**src/rtl/mf_ctrl_pkg.sv**
```systemverilog
// Shared definitions for the matched-filter controller: sequencer state
// encodings and the MIF data-type identifiers used by the ROM images.
package mf_ctrl_pkg;

    typedef enum logic [2:0] {
        IDLE       = 3'd0,
        LOAD_COEFF = 3'd1,
        WAIT_COEFF = 3'd2,
        STREAM     = 3'd3,
        FLUSH      = 3'd4,
        DRAIN      = 3'd5,
        DONE       = 3'd6
    } mfState_e;

    // MIF data-type tags: which ROM image a read belongs to.
    localparam int unsigned COEFF   = 1;
    localparam int unsigned DATA_IN = 2;

endpackage

```
**src/rtl/valid_delay_line.sv**
```systemverilog
// Fixed-depth shift register for valid/qualifier bits travelling alongside the
// datapath. Output equals input delayed by DEPTH clock cycles; a synchronous
// clear empties every stage so that in-flight qualifiers vanish on an abort.
module valid_delay_line #(
    parameter int DEPTH = 1,
    parameter int WIDTH = 1
) (
    input  logic             clock,
    input  logic             resetN,
    input  logic             clear_i,
    input  logic [WIDTH-1:0] dataIn_i,
    output logic [WIDTH-1:0] dataOut_o
);

    logic [DEPTH-1:0][WIDTH-1:0] stage_q;

    // Shift one stage per cycle; clear drops everything in flight.
    always_ff @(posedge clock or negedge resetN) begin
        if (!resetN) begin
            stage_q <= '0;
        end else if (clear_i) begin
            stage_q <= '0;
        end else begin
            stage_q[0] <= dataIn_i;
            for (int i = 1; i < DEPTH; i++) begin
                stage_q[i] <= stage_q[i-1];
            end
        end
    end

    assign dataOut_o = stage_q[DEPTH-1];

endmodule

```
**src/rtl/matched_filter_controller.sv**
```systemverilog
// Sequencer for the matched-filter datapath. Loads the FIR coefficients from
// the coefficient ROM, waits for the loader to confirm, streams the x_t ROM
// into the FIR, flushes it with zeros and qualifies every valid filter output.
module matched_filter_controller
    import mf_ctrl_pkg::*;
#(
    parameter int COEFF_LENGTH  = 10000,
    parameter int DATA_LENGTH   = 33000,
    parameter int ADDR_WIDTH    = 16,
    parameter int CNT_WIDTH     = 17,
    parameter int ROM_LATENCY   = 1,
    parameter int FIR_LATENCY   = 4,
    parameter int COEFF_TIMEOUT = 64
) (
    input  logic                  clock,
    input  logic                  resetN,
    input  logic                  enable,
    input  logic                  abort,
    input  logic                  coeffSetFlag,
    output logic                  coeffRead,
    output logic [ADDR_WIDTH-1:0] coeffAddr,
    output logic                  dataRead,
    output logic [ADDR_WIDTH-1:0] dataAddr,
    output logic                  zeroInsert,
    output logic                  sampleValid,
    output logic                  outValid,
    output logic                  busy,
    output logic                  done,
    output logic                  error
);

    // Terminal counts for each phase. DRAIN is one shorter than the total
    // pipeline depth because the DONE cycle itself completes the drain, which
    // lands the done pulse on the final outValid.
    localparam logic [CNT_WIDTH-1:0] COEFF_LAST = CNT_WIDTH'(COEFF_LENGTH - 1);
    localparam logic [CNT_WIDTH-1:0] DATA_LAST  = CNT_WIDTH'(DATA_LENGTH - 1);
    localparam logic [CNT_WIDTH-1:0] FLUSH_LAST = CNT_WIDTH'(COEFF_LENGTH - 2);
    localparam logic [CNT_WIDTH-1:0] TIMER_LAST = CNT_WIDTH'(COEFF_TIMEOUT - 1);
    localparam logic [CNT_WIDTH-1:0] DRAIN_LAST = CNT_WIDTH'(ROM_LATENCY + FIR_LATENCY - 2);
    localparam logic [CNT_WIDTH-1:0] CNT_MAX    = '1;

    mfState_e              state_q, state_d;
    logic [CNT_WIDTH-1:0]  cnt_q, cnt_d, cntInc;
    logic                  coeffRead_q, coeffRead_d;
    logic [ADDR_WIDTH-1:0] coeffAddr_q, coeffAddr_d;
    logic                  dataRead_q, dataRead_d;
    logic [ADDR_WIDTH-1:0] dataAddr_q, dataAddr_d;
    logic                  flush_q, flush_d;
    logic                  busy_q, busy_d;
    logic                  done_q, done_d;
    logic                  error_q, error_d;
    logic                  clearPipe;
    logic [1:0]            romStageIn, romStageOut;

    assign cntInc = (cnt_q == CNT_MAX) ? cnt_q : cnt_q + CNT_WIDTH'(1);

    // Next-state and registered-output decode; outputs follow the next state so
    // each strobe and address lines up with the state cycle it belongs to.
    always_comb begin
        state_d   = state_q;
        cnt_d     = cnt_q;
        error_d   = error_q;
        clearPipe = 1'b0;

        if (abort && (state_q != IDLE)) begin
            state_d   = IDLE;
            cnt_d     = '0;
            clearPipe = 1'b1;
        end else begin
            case (state_q)
                IDLE: begin
                    if (enable && !abort) begin
                        state_d = LOAD_COEFF;
                        cnt_d   = '0;
                        error_d = 1'b0;
                    end
                end
                LOAD_COEFF: begin
                    if (cnt_q == COEFF_LAST) begin
                        state_d = WAIT_COEFF;
                        cnt_d   = '0;
                    end else begin
                        cnt_d = cntInc;
                    end
                end
                WAIT_COEFF: begin
                    if (coeffSetFlag) begin
                        state_d = STREAM;
                        cnt_d   = '0;
                    end else if (cnt_q == TIMER_LAST) begin
                        state_d = IDLE;
                        cnt_d   = '0;
                        error_d = 1'b1;
                    end else begin
                        cnt_d = cntInc;
                    end
                end
                STREAM: begin
                    if (cnt_q == DATA_LAST) begin
                        state_d = FLUSH;
                        cnt_d   = '0;
                    end else begin
                        cnt_d = cntInc;
                    end
                end
                FLUSH: begin
                    if (cnt_q == FLUSH_LAST) begin
                        state_d = DRAIN;
                        cnt_d   = '0;
                    end else begin
                        cnt_d = cntInc;
                    end
                end
                DRAIN: begin
                    if (cnt_q == DRAIN_LAST) begin
                        state_d = DONE;
                        cnt_d   = '0;
                    end else begin
                        cnt_d = cntInc;
                    end
                end
                DONE: begin
                    state_d = IDLE;
                    cnt_d   = '0;
                end
                default: begin
                    state_d = IDLE;
                    cnt_d   = '0;
                end
            endcase
        end

        coeffRead_d = (state_d == LOAD_COEFF);
        coeffAddr_d = coeffRead_d ? cnt_d[ADDR_WIDTH-1:0] : '0;
        dataRead_d  = (state_d == STREAM);
        dataAddr_d  = dataRead_d ? cnt_d[ADDR_WIDTH-1:0] : '0;
        flush_d     = (state_d == FLUSH);
        busy_d      = (state_d != IDLE);
        done_d      = (state_d == DONE);
    end

    // State, counter and output registers.
    always_ff @(posedge clock or negedge resetN) begin
        if (!resetN) begin
            state_q     <= IDLE;
            cnt_q       <= '0;
            coeffRead_q <= 1'b0;
            coeffAddr_q <= '0;
            dataRead_q  <= 1'b0;
            dataAddr_q  <= '0;
            flush_q     <= 1'b0;
            busy_q      <= 1'b0;
            done_q      <= 1'b0;
            error_q     <= 1'b0;
        end else begin
            state_q     <= state_d;
            cnt_q       <= cnt_d;
            coeffRead_q <= coeffRead_d;
            coeffAddr_q <= coeffAddr_d;
            dataRead_q  <= dataRead_d;
            dataAddr_q  <= dataAddr_d;
            flush_q     <= flush_d;
            busy_q      <= busy_d;
            done_q      <= done_d;
            error_q     <= error_d;
        end
    end

    // ROM reads and flush slots both become FIR input samples after the ROM
    // latency; the zero-select travels with them so flush follows data gaplessly.
    assign romStageIn = {flush_q, dataRead_q | flush_q};

    valid_delay_line #(
        .DEPTH (ROM_LATENCY),
        .WIDTH (2)
    ) u_romDelay (
        .clock     (clock),
        .resetN    (resetN),
        .clear_i   (clearPipe),
        .dataIn_i  (romStageIn),
        .dataOut_o (romStageOut)
    );

    valid_delay_line #(
        .DEPTH (FIR_LATENCY),
        .WIDTH (1)
    ) u_firDelay (
        .clock     (clock),
        .resetN    (resetN),
        .clear_i   (clearPipe),
        .dataIn_i  (romStageOut[0]),
        .dataOut_o (outValid)
    );

    assign zeroInsert  = romStageOut[1];
    assign sampleValid = romStageOut[0];
    assign coeffRead   = coeffRead_q;
    assign coeffAddr   = coeffAddr_q;
    assign dataRead    = dataRead_q;
    assign dataAddr    = dataAddr_q;
    assign busy        = busy_q;
    assign done        = done_q;
    assign error       = error_q;

endmodule

```
**config.mk**
```make
export PLATFORM = sky130hd
export DESIGN_NAME = matched_filter_controller
export DESIGN_NICKNAME = d
export VERILOG_FILES = /design/src/rtl/mf_ctrl_pkg.sv /design/src/rtl/valid_delay_line.sv /design/src/rtl/matched_filter_controller.sv
export SDC_FILE = /design/constraint.sdc
export NUM_CORES = 1
export LEC_CHECK = 0
export CAP_MARGIN = 20
export CORE_UTILIZATION = 45
export CTS_BUF_LIST = sky130_fd_sc_hd__clkbuf_8
export DETAILED_ROUTE_END_ITERATION = 7
export PLACE_DENSITY = 0.69
export SYNTH_ARGS = -nofsm -noshare
export SYNTH_HDL_FRONTEND = slang
export SYNTH_SLANG_ARGS = --single-unit
```
**constraint.sdc**
```tcl
create_clock -name clock -period 3.4 [get_ports clock]
set_input_delay 0.51 -clock clock [delete_from_list [all_inputs] [get_ports clock]]
set_output_delay 0.51 -clock clock [all_outputs]
set_load 0.005 [all_outputs]
```
==> metrics <==
total CTS buffers=9; die area=0.00735 mm²; VDD IR max=0.000281 V; Post-synth EDFFs=0; synth unique cells=62; die width=85.7 µm; CP Launch Type=flip-flop; critical path class=reg -> reg; reg2reg path depth=7; slowest CP cell=or3_4; max-slew violation count=0; CP max stage delay=590 ps; Synth Register Bits=64; Pwr Density=502 mW/mm²; leading area contributor after synthesis=dfrtp_1; detailed-route DRC error count=0; count leader, synth=dfrtp_1; final instance area=0.00380 mm²; Fin. Hold Viols=0; vias in the first global route=2360; drt pass-1 iters=4; final setup fails=0; Row Count=30; IO Count=45; synthesized netlist cell count=300; syn avg cell area=10.5 µm²; RSZ-0062 raised after global routing=false; Final Cycle Share=84.5%; post_cts resized=0; gpl congestion=0.933; Worst-Margin Slew=697 ps; die height=85.7 µm; DR iter-0 viols=197; P_leak=1.59 nW; CP Depth=7; top cell type's share of synthesized area=50.8%; Longest Clk Path Bufs=2; Worst Setup SP=cnt_q[0]; R2R Path Start=cnt_q[0]; Worst Path Required=3610 ps; worst path bufs/invs=0; Async SR Flop Fraction=100%; synth warn=0; routed via count=2537; crit path capture type=flip-flop; Critical Path Fanout Max=12; initial core utilization=46.4%; reg-to-reg setup timing slack=530 ps; Crit path max-delay family=simple AND/OR/NAND/NOR gates; Core Region=0.00679 mm²; Fin Setup TNS=0 ps; CP endpoint=coeffAddr[10]; nets=349; Synth area leaders=dfrtp_1, a21oi_1, o221ai_2, nor3_1, nor2_1; layout cells sized above 1=14.2%; synth-to-layout area growth=20.6%; MaxCap Viol Count=0; first-pass GRT wire length=11900 µm; Layout Utilization=56.0%; H-tree Lvls=3; CP cell instances=ha_1, or4b_1, nor4_2, a31oi_1, or3_4, o21ai_0, nor3_1; CTS tree=built; largest net degree at the start of global routing=40; Skew-Pair Late Insertion Delay=340 ps; CP arrival=3090 ps; hold buffers post-CTS=0; Root Driver=clkbuf_8; I/O Buffers=44; Worst Skew=10.6 ps; Sink Count=64; Fin Hold WS=168 ps; Cell Area, Synth=0.00315 mm²; ys flop type=dfrtp_1; slew margin rel.=53.3%; DR vias/cell=5.74; min Tclk post-route=2870 ps; diode count=0; GRT Total Usage=21.2%; Post-CTS Setup Inserts=0; DP Area=0.00364 mm²; Final ANT Viol Nets=0; Post-Syn Nets=308; initial antenna violation count=0; r2r endpoint=coeffAddr[10]; status=finished clean; fmax=0.348 GHz; Worst Hold Class=in -> async; Worst-path clk slew=70 ps; global route overflow=0; Post-synth top cells=dfrtp_1, a21oi_1, nor2_1; DR WL/cell=16.3 µm; Final HPWL DP=5010 µm; final wirelength=7220 µm; sequential-to-total area share from yosys stat=50.8%
## metrics by stage
step | total power (W) | setup slack (ps) | instances
floorplan | 0.00123 | 884 | 300
finish | 0.00191 | 526 | 442
global placement | 0.00137 | 620 | 426
CTS | 0.00193 | 521 | 442
detailed placement | 0.00138 | 531 | 426
global route | 0.00201 | 335 | 442
## cell families (layout without fill, tap and decap cells)
family | count (synthesis) | count (layout) | synth area share, %
adder cells (fa/ha/maj) | 3 | 3 | 1.19
multiplexers | 1 | 1 | 0.317
AO/OA/AOI/OAI | 91 | 91 | 21.3
buffers and inverters | 29 | 75 | 4.72
AND/OR/NAND/NOR | 112 | 112 | 21.7
flip-flops | 64 | 64 | 50.8
## layout make-up
type / count / area [µm²]
Inverter: 9 / 33.8
Clock buffer: 9 / 124
Clock inverter: 7 / 40.0
Tap cell: 96 / 120
Fill cell: 612 / 2990
Sequential cell: 64 / 1600
Timing Repair Buffer: 50 / 480
Multi-Input combinational cell: 207 / 1400
## cells in the final DEF, fill, tap and decap left out, drive strengths merged, types with 2 or more instances in the layout
cell type and count:
a21oi 35, nor4 6, ha 3, nor2b 2
nand2b 4, nor3b 2, or4 3, nand2 8
or2 2, buf 7, or3b 2, clkdlybuf4s50 43
o41ai 2, o22ai 4, o21a 3, a211oi 6
nor2 20, nor3 16, o2111ai 3, clkinv 5
nand4 9, o21ai 18, o211ai 2, dfrtp 64
and2 8, or3 3, inv 10, nand3 10
clkbuf 9, and3b 2, and3 7, a31oi 2
o221ai 9, or4b 2
## per-layer routing
| metal | global-route usage, % | routed length, µm | vias up | share of wire (%) |
|---|---|---|---|---|
| met1 | 29.3 | 3390 | 1239 | 47 |
| li1 | - | - | 1209 | - |
| met5 | 0 | 0 | - | 0 |
| met2 | 32.4 | 3300 | 74 | 46 |
| met3 | 5.49 | 387 | 15 | 5.4 |
| met4 | 7.58 | 133 | 0 | 1.8 |
## power by group
group	internal, W	leakage [nW]	switching (W)	total [W]
Sequential	0.000799	0.887	0.0000438	0.000843
Clock	0.000257	0.0899	0.000290	0.000547
Combinational	0.000164	0.611	0.000355	0.000519
Total	0.00122	1.59	0.000689	0.00191
## worst min-delay path by stage
stage,start,to,slack (ps),cells after the start
floorplan,resetN,busy,210,0
global placement,u_firDelay.stage_q[0],u_firDelay.stage_q[1],440,1
detailed placement,u_firDelay.stage_q[2],u_firDelay.dataOut_o,440,1
CTS,resetN,cnt_q[7],170,1
global route,resetN,u_romDelay.dataOut_o[1],210,1
finish,resetN,u_firDelay.stage_q[1],170,1
## sequential cells by signal, indices dropped and copies added, names as in the netlist
signal                flops
coeffAddr                16
dataAddr                 16
u_firDelay.dataOut_o      1
dataRead                  1
u_firDelay.stage_q        3
u_romDelay.dataOut_o      2
state_q                   3
done                      1
cnt_q                    17
busy                      1
flush_q                   1
error                     1
coeffRead                 1
Note: power is estimated with default switching activity, not from simulation.
